## config.mk

```make
export PLATFORM = sky130hd
export DESIGN_NAME = rover_drive_controller
export DESIGN_NICKNAME = d
export VERILOG_FILES = /design/src/rtl/rover_drive_controller.sv
export SDC_FILE = /design/constraint.sdc
export NUM_CORES = 1
export LEC_CHECK = 0
export CAP_MARGIN = 20
export CORE_UTILIZATION = 36
export CTS_CLUSTER_SIZE = 20
export DETAILED_ROUTE_END_ITERATION = 12
export PLACE_DENSITY = 0.63
export SETUP_SLACK_MARGIN = 0.5
export SYNTH_ARGS = -nofsm -noshare
export SYNTH_HDL_FRONTEND = slang
export SYNTH_SLANG_ARGS = --single-unit
```

## constraint.sdc

```tcl
create_clock -name clk -period 13.82 [get_ports clk]
set_input_delay 2.764 -clock clk [delete_from_list [all_inputs] [get_ports clk]]
set_output_delay 2.764 -clock clk [all_outputs]
set_load 0.01 [all_outputs]
```

## src/rtl/rover_drive_controller.sv

```systemverilog
// Rover drive-word consumer: synchronizes and debounces the command word, ramps
// left/right duties toward decoded targets and drives H-bridge PWM/direction lines.
module rover_drive_controller #(
    parameter int PWM_PERIOD      = 1000,
    parameter int DEBOUNCE_CYCLES = 100000,
    parameter int RAMP_DIV        = 1000,
    parameter int RAMP_STEP       = 10
) (
    input  logic       clk,
    input  logic       reset,
    input  logic [7:0] state,
    input  logic       end_reset,
    output logic       PWM_L,
    output logic       PWM_R,
    output logic       DIR_L,
    output logic       DIR_R,
    output logic [1:0] mode,
    output logic       moving
);
    localparam int DW = $clog2(PWM_PERIOD + 1);
    localparam int CW = $clog2(DEBOUNCE_CYCLES + 1);
    localparam int RW = $clog2(RAMP_DIV + 1);
    localparam logic [DW-1:0] PCNT_MAX = DW'(PWM_PERIOD - 1);
    localparam logic [DW-1:0] STEP     = DW'(RAMP_STEP);
    localparam logic [CW-1:0] DB_LAST  = CW'(DEBOUNCE_CYCLES - 1);
    localparam logic [CW-1:0] DB_FULL  = CW'(DEBOUNCE_CYCLES);
    localparam logic [RW-1:0] RDIV_MAX = RW'(RAMP_DIV - 1);

    typedef enum logic [1:0] {
        IDLE  = 2'b00,
        RUN   = 2'b01,
        BRAKE = 2'b10,
        HALT  = 2'b11
    } fsm_t;

    function automatic logic [DW-1:0] speed_duty(input logic [2:0] spd);
        int unsigned full;
        full = (32'(spd) * 32'(PWM_PERIOD)) >> 3;
        return DW'(full);
    endfunction

    // One ramp step toward the target, clamped so it lands exactly on it.
    function automatic logic [DW-1:0] ramp_to(input logic [DW-1:0] cur, input logic [DW-1:0] tgt);
        if (cur < tgt) return (tgt - cur > STEP) ? cur + STEP : tgt;
        if (cur > tgt) return (cur - tgt > STEP) ? cur - STEP : tgt;
        return cur;
    endfunction

    logic [6:0]    state_p0, state_p1, word_p2, cmd;
    logic          halt_p0, halt_p1;
    logic [CW-1:0] stable_cnt;
    logic          unused_bit;

    assign unused_bit = state[7];

    // Stage p0/p1: two-flop synchronizers; p2: stability tracking and command latch
    always_ff @(posedge clk or posedge reset) begin
        if (reset) begin
            state_p0   <= '0;
            state_p1   <= '0;
            halt_p0    <= 1'b0;
            halt_p1    <= 1'b0;
            word_p2    <= '0;
            stable_cnt <= '0;
            cmd        <= '0;
        end else begin
            state_p0 <= state[6:0];
            state_p1 <= state_p0;
            halt_p0  <= end_reset;
            halt_p1  <= halt_p0;
            if (state_p1 != word_p2) begin
                word_p2    <= state_p1;
                stable_cnt <= '0;
            end else if (stable_cnt == DB_LAST) begin
                stable_cnt <= DB_FULL;
                cmd        <= word_p2;
            end else if (stable_cnt != DB_FULL) begin
                stable_cnt <= stable_cnt + 1'b1;
            end
        end
    end

    logic [DW-1:0] tgt_full, tgt_l, tgt_r;
    logic [1:0]    want_pat, dir_pat;   // {left, right}, 1 = forward

    always_comb begin
        tgt_full = speed_duty(cmd[6:4]);
        tgt_l    = tgt_full;
        tgt_r    = tgt_full;
        want_pat = dir_pat;
        case (cmd[1:0])
            2'b00: begin
                tgt_l = '0;
                tgt_r = '0;
            end
            2'b01, 2'b10: begin
                want_pat = cmd[0] ? 2'b11 : 2'b00;
                if (cmd[3:2] == 2'b01)      tgt_l = tgt_full >> 1;
                else if (cmd[3:2] == 2'b10) tgt_r = tgt_full >> 1;
            end
            default: want_pat = 2'b01;
        endcase
    end

    fsm_t          fsm;
    logic [DW-1:0] duty_l, duty_r, lat_l, lat_r, pcnt;
    logic [RW-1:0] rdiv;
    logic          ramp_tick, wrap, all_zero, has_tgt;

    assign ramp_tick = (rdiv == RDIV_MAX);
    assign wrap      = (pcnt == PCNT_MAX);
    assign has_tgt   = (tgt_l != '0) || (tgt_r != '0);
    // Direction may only change once the PWM-latched duties are zero as well.
    assign all_zero  = (duty_l == '0) && (duty_r == '0) && (lat_l == '0) && (lat_r == '0);

    // Stage p3: mode FSM, duty ramp, PWM generation
    always_ff @(posedge clk or posedge reset) begin
        if (reset) begin
            fsm     <= IDLE;
            dir_pat <= 2'b11;
            duty_l  <= '0;
            duty_r  <= '0;
            lat_l   <= '0;
            lat_r   <= '0;
            pcnt    <= '0;
            rdiv    <= '0;
            PWM_L   <= 1'b0;
            PWM_R   <= 1'b0;
            moving  <= 1'b0;
        end else begin
            pcnt <= wrap ? '0 : pcnt + 1'b1;
            rdiv <= ramp_tick ? '0 : rdiv + 1'b1;
            if (halt_p1) begin
                fsm    <= HALT;
                duty_l <= '0;
                duty_r <= '0;
                lat_l  <= '0;
                lat_r  <= '0;
                PWM_L  <= 1'b0;
                PWM_R  <= 1'b0;
                moving <= 1'b0;
            end else begin
                PWM_L  <= (pcnt < lat_l);
                PWM_R  <= (pcnt < lat_r);
                moving <= (duty_l != '0) || (duty_r != '0);
                if (wrap) begin
                    lat_l <= duty_l;
                    lat_r <= duty_r;
                end
                case (fsm)
                    IDLE: begin
                        if (has_tgt) begin
                            fsm     <= RUN;
                            dir_pat <= want_pat;
                        end
                    end
                    RUN: begin
                        if (want_pat != dir_pat) begin
                            if (all_zero) dir_pat <= want_pat;
                            else          fsm     <= BRAKE;
                        end else begin
                            if (all_zero && !has_tgt) fsm <= IDLE;
                            if (ramp_tick) begin
                                duty_l <= ramp_to(duty_l, tgt_l);
                                duty_r <= ramp_to(duty_r, tgt_r);
                            end
                        end
                    end
                    BRAKE: begin
                        if (all_zero) begin
                            dir_pat <= want_pat;
                            fsm     <= has_tgt ? RUN : IDLE;
                        end else if (ramp_tick) begin
                            duty_l <= ramp_to(duty_l, '0);
                            duty_r <= ramp_to(duty_r, '0);
                        end
                    end
                    default: begin
                        if (cmd[1:0] == 2'b00) fsm <= IDLE;
                    end
                endcase
            end
        end
    end

    assign mode  = fsm;
    assign DIR_L = dir_pat[1];
    assign DIR_R = dir_pat[0];

endmodule

```

# Yosys cells after proc, flatten, opt, wreduce, memory -nomap -nowiden
# Cells that the tools add are included.
# W data, S select, Z words.
classes:
  n_addsub: 13
  mul: 1
  magnitude_cmp: 18
  eq_ne: 26
  mux: 112
  bitwise: 2
  reduce_logical: 28
ops:
  columns: ["operator", "count"]
  rows:
  - ["$mux W10", 43]
  - ["$gt A10 B4 Y1 const B", 8]
  - ["$pmux W10 S2", 4]
  - ["$mux W17", 3]
  - ["$mux W1", 48]
  - ["$logic_not A10 Y1", 4]
  - ["$lt A10 B10 Y1", 4]
  - ["$reduce_bool A10 Y1", 4]
  - ["$sub A10 B10 Y10", 4]
  - ["$ne A4 B4 Y1 const B", 6]
  - ["$mux W2", 11]
  - ["$add A10 B1 Y10 const B", 2]
  - ["$add A10 B4 Y10 const B", 2]
  - ["$eq A10 B10 Y1 const B", 2]
  - ["$gt A10 B1 Y1 const B", 2]
  - ["$gt A10 B10 Y1", 2]
  - ["$lt A10 B1 Y1 const B", 2]
  - ["$sub A1 B10 Y10 const A", 2]
  - ["$sub A10 B4 Y10 const B", 2]
  - ["$ne A3 B3 Y1 const B", 6]
  - ["$add A17 B1 Y17 const B", 1]
  - ["$eq A17 B17 Y1 const B", 1]
  - ["$ne A17 B17 Y1 const B", 1]
  - ["$reduce_and A7 Y1", 2]
  - ["20 further kinds", 34]
word_totals:
  reg_bits: 114
  input_bits: 11
  out_inout_bits: 7
  wordCells: 218

# Logic depth before layout (Yosys ltp)
# Gate-level depths: netlist (run 1).
logic_depth:
  ltp_word: 21
  mapped_depth: 23
  depth_no_buf: 20

# Worst setup path after synthesis (run 1)
# OpenSTA, ideal clock, no wires.
synth_timing:
  path_kind: "register to register"
  from: "register cmd[4]"
  to: "register duty_l[8]"
  setup_ps: 132
  t_arrival_ps: 4929
  t_required_ps: 13688
  setup_slack_ps: 8759
  path_stages_with_launch: 18
  path_buffers: 1
  period_less_slack_ps: 5061
  path_cell_list: "dfrtp_1 -> fa_1 -> inv_1 -> fa_1 -> fa_1 -> xnor2_1 -> o32ai_1 -> a21boi_0 -> inv_1 -> ha_1 -> buf_2 -> nand2_1 -> o21ai_0 -> o211ai_1 -> a21oi_1 -> mux2_2 -> a221oi_1 -> o21ai_0"
synth_between:
  elab_chain_len: 14
  word_cells_on_any_way: 32
  cone_classes: "add/sub: 2; mul: 1; order compare: 4; eq/ne: 1; mux: 23; reduce/logical: 1"
synth_lines:
  columns: ["element", "line_no", "text"]
  rows:
  - ["from (decl)", "49", "logic [6:0] state_p0, state_p1, word_p2, cmd;"]
  - ["from (signal assigned)", "76", "cmd <= word_p2;"]
  - ["$mul A3 B7 Y10 *", "38", "full = (32'(spd) * 32'(PWM_PERIOD)) >> 3;"]
  - ["$mux W10", "98", "if (cmd[3:2] == 2'b01) tgt_l = tgt_full >> 1;"]
  - ["$pmux W10 S2 *", "91", "case (cmd[1:0])"]
  - ["$sub A10 B10 Y10 / $lt A10 B10 Y1 (equally long branches)", "44", "if (cur < tgt) return (tgt - cur > STEP) ? cur + STEP : tgt;"]
  - ["$gt A10 B4 Y1 / $mux W1 (equally long branches)", "44", null]
  - ["$mux W10 / $mux W1 (equally long branches)", "44, 163", null]
  - ["$mux W10 / $mux W1 (equally long branches)", "44, 158", null]
  - ["$mux W10 / $mux W1 (equally long branches)", "45, 150", null]
  - ["$mux W10 / $mux W1 (equally long branches)", "46, 133", null]
  - ["$mux W10", "45", "if (cur > tgt) return (cur - tgt > STEP) ? cur - STEP : tgt;"]
  - ["$mux W10", "163", "if (ramp_tick) begin"]
  - ["$mux W10", "158", "if (want_pat != dir_pat) begin"]
  - ["$pmux W10 S2", "150", "case (fsm)"]
  - ["$mux W10", "133", "if (halt_p1) begin"]
  - ["to (signal assigned)", "164", "duty_l <= ramp_to(duty_l, tgt_l);"]
  - ["to (signal assigned)", "174", "duty_l <= ramp_to(duty_l, '0);"]
  - ["to (decl)", "106", "logic [DW-1:0] duty_l, duty_r, lat_l, lat_r, pcnt;"]
# Every way passes the cells marked *; elsewhere a longest branch is shown, timed or not. The select of a mux whose other input is x is not followed.
# A chain may end at the register's enable or synchronous reset.

# Worst setup path after layout (run 1)
layout_timing:
  from: "register cmd[4]"
  to: "register duty_l[0]"
# Same word-level chain as after synthesis.

==> results of run 1 <==
[area by class of cell]
| class | instances | area [sq um] | area share |
|---|---|---|---|
| Inverter | 94 | 355 | 0.0335 |
| Tap cell | 335 | 419 | 0.0395 |
| Multi-Input combinational cell | 904 | 6140 | 0.578 |
| Timing Repair Buffer | 22 | 205 | 0.0193 |
| Clock inverter | 15 | 219 | 0.0206 |
| Clock buffer | 17 | 425 | 0.0400 |
| Sequential cell | 114 | 2860 | 0.269 |
[worst paths after layout]
check	to	slack (ps)	startpoint
min reg2reg	state_p1[6]	330	state_p0[6]
min	state_p1[6]	330	state_p0[6]
max	duty_l[0]	7560	cmd[4]
max in group asynchronous	rdiv[4]	9770	reset
min in group asynchronous	duty_r[7]	2780	reset
max reg2reg	duty_l[0]	7560	cmd[4]
[worst max-delay path: cells and delay by family, from the launching register on]
kind	cells	cell delay, ps
simple gates	1	110
xor+xnor	1	310
fa+ha+maj	4	2060
buf+inv	2	280
compound gates	9	2830
flops	1	510
[cell families after synthesis]
family,share of synthesized area
simple gates,0.203
compound gates,0.231
buf+inv,0.0613
flops,0.298
fa+ha+maj,0.126
xor+xnor,0.0621
mux,0.0180
[sequential cells by signal, indices dropped and copies added, names as in the netlist]
register	flops
PWM_L	1
PWM_R	1
cmd	7
dir_pat	2
duty_l	10
duty_r	10
halt_p0	1
halt_p1	1
lat_l	10
lat_r	10
mode	2
moving	1
pcnt	10
rdiv	10
stable_cnt	17
state_p0	7
state_p1	7
word_p2	7
[metrics by stage]
| step | setup slack (ps) | std cells | hold slack, ps | area, sq um |
|---|---|---|---|---|
| floorplan | 8040 | 1167 | 331 | 9590 |
| finish | 7560 | 1501 | 332 | 10600 |
| global route | 7010 | 1501 | 340 | 10600 |
| CTS | 7670 | 1501 | 337 | 10600 |
| global placement | 7800 | 1469 | 332 | 9980 |
| detailed placement | 7710 | 1469 | 335 | 9980 |
[placed cells by master (no fill, tap or decap), types with 8 or more instances in the layout]
cell type          n
a211o_1            8
a211oi_1          12
a21o_1            19
a21oi_1           98
a221oi_1          12
a22oi_1           12
a31oi_1           11
and3_1            16
clkbuf_16         17
clkdlybuf4s50_1   16
dfrtp_1          112
fa_1               8
ha_1              84
inv_1             91
mux2_2            10
nand2_1          111
nand2b_1          15
nand3_1           31
nand4_1           17
nor2_1            88
nor2b_1           27
nor3_1            29
nor4_1            10
o211ai_1           9
o21a_1            11
o21ai_0           67
o22ai_1           18
or3_1              8
xnor2_1           43
xor2_1            25
[metal layers]
metal	up-vias	track usage
met4	0	0.0550
li1	4146	-
met1	3987	0.265
met5	-	0
met2	249	0.293
met3	25	0.0315
[power by group through the flow]
| stage | registers [mW] | logic (mW) | clock network (mW) |
|---|---|---|---|
| 2_1_floorplan | 0.393 | 0.710 | 0 |
| 3_3_place_gp | 0.422 | 0.870 | 0 |
| 3_5_place_dp | 0.423 | 0.875 | 0 |
| 4_1_cts | 0.417 | 0.882 | 0.498 |
| 5_1_grt | 0.422 | 0.997 | 0.514 |
| 6_report | 0.418 | 0.899 | 0.490 |
==> results by group, run 1 <==
Yosys
  – Most used standard cell by instance count after synthesis: dfrtp_1
  – Post-synthesis sequential area ratio: 0.298
  – Syn Area/Cell: 8.21 sq um
  – Post-synth cell types: 79
  – Most frequent cells after synthesis: dfrtp_1 (112), nand2_1 (111), a21oi_1 (98)
  – Synthesized cell area: 9590 sq um
  – Post-synth EDFFs: 0
  – Mapped Cells: 1167
  – Ys async rst share: 1.00
  – Post-synth net total: 1270
  – Synth area leaders: dfrtp_1 (29%), ha_1 (11%), a21oi_1 (5.1%)
  – Synth Register Bits: 114
  – Post-synth top area share: 0.292
  – Synth warn: 0
  – Most common flop cell mapped by yosys: dfrtp_1
  – Post-synth top area cell: dfrtp_1

Critical path
  – Slowest Stage Delay on Critical Path: 640 ps
  – Critical path type: flop to flop
  – Max FO, Critical Path: 10
  – Worst EP arrival: 6540 ps
  – Most frequent CP cell: fa_1
  – Worst-case reg-to-reg path depth: 17
  – Crit path max-delay cell type: fa_1
  – Worst Setup End Kind: flop
  – Critical Path Source Type: flop
  – CP Data Required Time: 14090 ps
  – Critical-path cell list: fa_1 > inv_1 > fa_1 > fa_1 > xnor2_1 > o32ai_1 > a21boi_0 > inv_1 > ha_1 > nand2_1 > o21ai_0 > o211ai_1 > a21oi_1 > o31a_1 > o22ai_1 > a31oi_1 > o21ai_0

STA
  – Worst-Margin Slew: 906 ps
  – Final hold viol count: 0
  – Setup tns final: 0 ps
  – Unrepaired setup endpoints after global routing: no
  – # setup viols final: 0
  – Tcrit/Tclk final: 0.453
  – Clk_skew: 20.0 ps
  – Final min period: 6260 ps
  – Fmax: 160 MHz
  – Final Max Slew Viols: 0
  – Rel. slew slack: 0.396

Place
  – RePlAce Congestion: 0.900
  – Port buffer count: 16
  – Post-DP HPWL: 17900 microns

Cells and area
  – Layout area overhead: 10.8%
  – Post-layout util: 0.408
  – Antenna Diode Count: 0
  – Fin nets: 1256
  – Layout cell share with drive strength beyond 1: 0.0609
  – Filler cells: 2559

Worst hold path
  – Hold depth: 0
  – Hold Crit Class: flop to flop

GRT
  – First-pass GRT wire length: 40700 microns
  – Gr usage total: 0.188
  – GR Overflow Total: 0
  – Largest net degree at the start of global routing: 64
  – Initial antenna violation count: 0
  – Vias in the first global route: 7971

Clocking
  – Max Buffers Root-to-Sink: 2
  – Clock transition at path regs: 70 ps
  – H-tree levels: 4
  – Clk_lat worst skew: 430 ps
  – Total CTS buffers: 17
  – CTS tree: built
  – Post-CTS Setup Repair Bufs: 0
  – Hold buffer count at cts: 0
  – CTS resizes: 0
  – Root Driver: clkbuf_16
  – Clock sink total: 114

Detailed routing
  – DRC: 0
  – Vias/cell: 5.60
  – Router iterations before antenna repair: 5
  – Final WL: 24500 microns
  – Met1 wire length: 11700 microns
  – Met2 WL post-DR: 11200 microns
  – Antenna viol nets, final: 0
  – Max layer used: met4
  – DR vias: 8407
  – Routed wl met3: 1130 microns
  – DRT iter0 DRCs: 660
  – Wirelength per Cell: 16.3 microns

Pwr
  – Comb pwr share: 0.498
  – Switching share of power: 0.434
  – Tot Pwr: 1.81 mW
  – VDD IR max: 0.0922 mV
  – Clock share of power: 0.271
  – Sw Pwr: 0.785 mW
  – Pwr per Cell Area: 170 nW/um^2
  – Cell-internal power: 1.02 mW
  – Cell leakage power: 4.39 nW
  – Sequential Power Share: 0.231

Die
  – Core area: 26100 sq um
  – Die Width: 165 microns
  – Starting density of the core: 0.368
  – Die H: 165 microns
  – Rows: 59
  – Die ar.: 27300 sq um
  – # IOs: 18

Flow run
  – Max_cap viols: 0

Outcome
  – Outcome: complete, no violations
No activity file was read; power rests on OpenSTA's default activity.
==> run 2, diff against run 1 <==
- clock period: 13.82 -> 5.9 ns (I/O delays scaled with it)
==> results by group, run 2 (same netlist as run 1, synthesis figures left out) <==
Outcome
  – Outcome: complete, no violations

STA
  – Setup tns final: 0 ps (unchanged)
  – Setup ws final: 693 ps (-6860 ps)
  – Final Max Slew Viols: 0 (unchanged)
  – Rel. slew slack: 0.370 (-0.0259)
  – Clk_skew: 11.4 ps (-8.61 ps)
  – Unrepaired setup endpoints after global routing: yes
  – Hold slack: 345 ps (+13.6 ps)
  – # setup viols final: 0 (unchanged)
  – Fmax: 192 MHz (+20%)
  – Final hold viol count: 0 (unchanged)
  – Final min period: 5210 ps (-1060 ps)
  – Worst-Margin Slew: 945 ps (+38.9 ps)
  – Tcrit/Tclk final: 0.883 (+0.429)

Pwr
  – Cell-internal power: 2.46 mW (+140%)
  – Sw Pwr: 1.89 mW (+140%)
  – Sequential Power Share: 0.226 (-0.005)
  – Comb pwr share: 0.531 (+0.033)
  – Switching share of power: 0.434 (about the same)
  – VDD IR max: 0.208 mV (+130%)
  – Pwr per Cell Area: 399 nW/um^2 (+130%)
  – Clock share of power: 0.243 (-0.028)
  – Tot Pwr: 4.34 mW (+140%)
  – Cell leakage power: 4.49 nW (+2.3%)

Detailed routing
  – Met2 WL post-DR: 11400 microns (+1.8%)
  – DRT iter0 DRCs: 671 (+1.7%)
  – Max layer used: met4
  – Router iterations before antenna repair: 5 (unchanged)
  – Vias/cell: 5.65 (+0.83%)
  – Final WL: 25100 microns (+2.4%)
  – Antenna viol nets, final: 0 (unchanged)
  – Routed wl met3: 1230 microns (+8.3%)
  – Wirelength per Cell: 16.5 microns (+1.0%)
  – Met1 wire length: 11900 microns (+1.3%)
  – DRC: 0 (unchanged)
  – DR vias: 8590 (+2.2%)

Critical path
  – Critical Path Source Type: flop
  – Worst Setup End Kind: flop
  – Worst-case reg-to-reg path depth: 16 (-1)
  – Critical path type: flop to flop
  – Worst EP arrival: 5560 ps (-980 ps)
  – R2R Setup Slk: 690 ps (-6860 ps)
  – Largest delay contributor family on the critical path: adder cells
  – Critical-path cell list: fa_2 > inv_1 > fa_2 > fa_2 > o22ai_1 > a21oi_2 > inv_1 > ha_2 > a21oi_1 > o21ai_1 > o41ai_2 > nand2_2 > nor2_2 > o2111a_1 > o21ai_0 > nand3_1
  – Slowest Stage Delay on Critical Path: 740 ps (+100 ps)
  – FF-to-FF End: duty_l[5]
  – Crit path buf inv count: 2 (unchanged)
  – Most frequent CP cell: fa_2
  – CP Data Required Time: 6260 ps (-7830 ps)
  – Max FO, Critical Path: 10 (unchanged)
  – Origin of the critical flop-to-flop path: cmd[6]
  – Crit path max-delay cell type: o41ai_2

Clocking
  – Clock transition at path regs: 60 ps (about the same)
  – Root Driver: clkbuf_16
  – Hold buffer count at cts: 0 (unchanged)
  – Total CTS buffers: 17 (unchanged)
  – H-tree levels: 4 (unchanged)
  – Clock sink total: 114 (unchanged)
  – CTS tree: built
  – Max Buffers Root-to-Sink: 2 (unchanged)
  – Clk_lat worst skew: 430 ps (about the same)

Die
  – Core area: 26100 sq um (unchanged)
  – Die ar.: 27300 sq um (unchanged)
  – Rows: 59 (unchanged)
  – # IOs: 18 (unchanged)
  – Die Width: 165 microns (unchanged)
  – Die H: 165 microns (unchanged)
  – Starting density of the core: 0.368 (unchanged)

Place
  – RePlAce Congestion: 0.895 (-0.53%)
  – Port buffer count: 16 (unchanged)
  – Placement Cell Area: 10100 sq um (+1.2%)
  – Pre-CTS WS: 303 ps (-7410 ps)
  – Placed cells: 1485 (+1.1%)
  – Post-DP HPWL: 18200 microns (+1.8%)

GRT
  – Gr usage total: 0.189 (+0.000944)
  – First-pass GRT wire length: 41000 microns (+0.59%)
  – Initial antenna violation count: 0 (unchanged)
  – Vias in the first global route: 8211 (+3.0%)
  – Largest net degree at the start of global routing: 61 (-4.7%)
  – GR Overflow Total: 0 (unchanged)

Worst hold path
  – Hold Crit Class: flop to flop
  – Hold EP: state_p1[2]
  – Hold Path Origin: state_p0[2]
  – Hold depth: 0 (unchanged)

Flow run
  – Max_cap viols: 0 (unchanged)

Cells and area
  – Largest register FFs: 17 (unchanged)
  – Post-Layout Cell Count: 1521 (+1.3%)
  – Commonest cells after routing, fill and taps aside: dfrtp_1 (111), nand2_1 (111), a21oi_1 (96)
  – Layout area overhead: 13.6%
  – Post-layout util: 0.418 (+0.0101)
  – Antenna Diode Count: 0 (unchanged)
  – Final instance area: 10900 sq um (+2.5%)
  – Reg with most FFs: stable_cnt
  – Fin nets: 1276 (+1.6%)
  – Layout cell share with drive strength beyond 1: 0.0995 (+0.0386)
-- run 2: what timing repair did --
action                     CTS  global route
pin swaps                    0             8
buffers inserted             0             4
gates resized for setup      8            28
gates cloned                 0             0
setup endpoints to repair   11            20
-- run 2: layout make-up --
| type | instances | area, sq um |
|---|---|---|
| inverter | 94 | 355 |
| timing repair buffer | 42 | 355 |
| sequential | 114 | 2860 |
| clock inverter | 13 | 150 |
| clock buffer | 19 | 453 |
| tap | 335 | 419 |
| multi-input combinational | 904 | 6300 |
| fill | 2575 | 15200 |
-- run 2: per-layer routing --
metal  up-vias  track usage
met5         -            0
met4         0       0.0638
met3        43       0.0390
li1       4188            -
met1      4138        0.260
met2       221        0.293
-- run 2: how the worst max path moves through the flow --
stage	start	end	slack (ps)	cells after the start
floorplan	cmd[4]	duty_l[8]	840	17
global placement	cmd[6]	duty_l[7]	380	18
detailed placement	cmd[6]	duty_l[1]	300	18
CTS	cmd[6]	duty_r[5]	510	17
global route	cmd[6]	duty_l[7]	450	18
finish	cmd[6]	duty_l[5]	690	16
-- run 2: power groups by stage --
stage,combinational (mW),clock [mW],sequential (mW)
3_3_place_gp,2.09,0,0.989
5_1_grt,2.51,1.11,0.992
6_report,2.31,1.06,0.981
2_1_floorplan,1.66,0,0.921
4_1_cts,2.14,1.08,0.977
3_5_place_dp,2.11,0,0.991
==> run 3, diff against run 2 <==
==> constraint.sdc (replaced) <==
create_clock -name clk -period 5.9 [get_ports clk]
set_input_delay 1.18 -clock clk [delete_from_list [all_inputs] [get_ports clk]]
set_output_delay 1.18 -clock clk [all_outputs]
set_load 0.1 [all_outputs]
==> results of run 3 <==
The final DEF is identical to that of run 2. Status: complete, no violations.
Among the figures that moved: total power 4.34 mW -> 4.40 mW
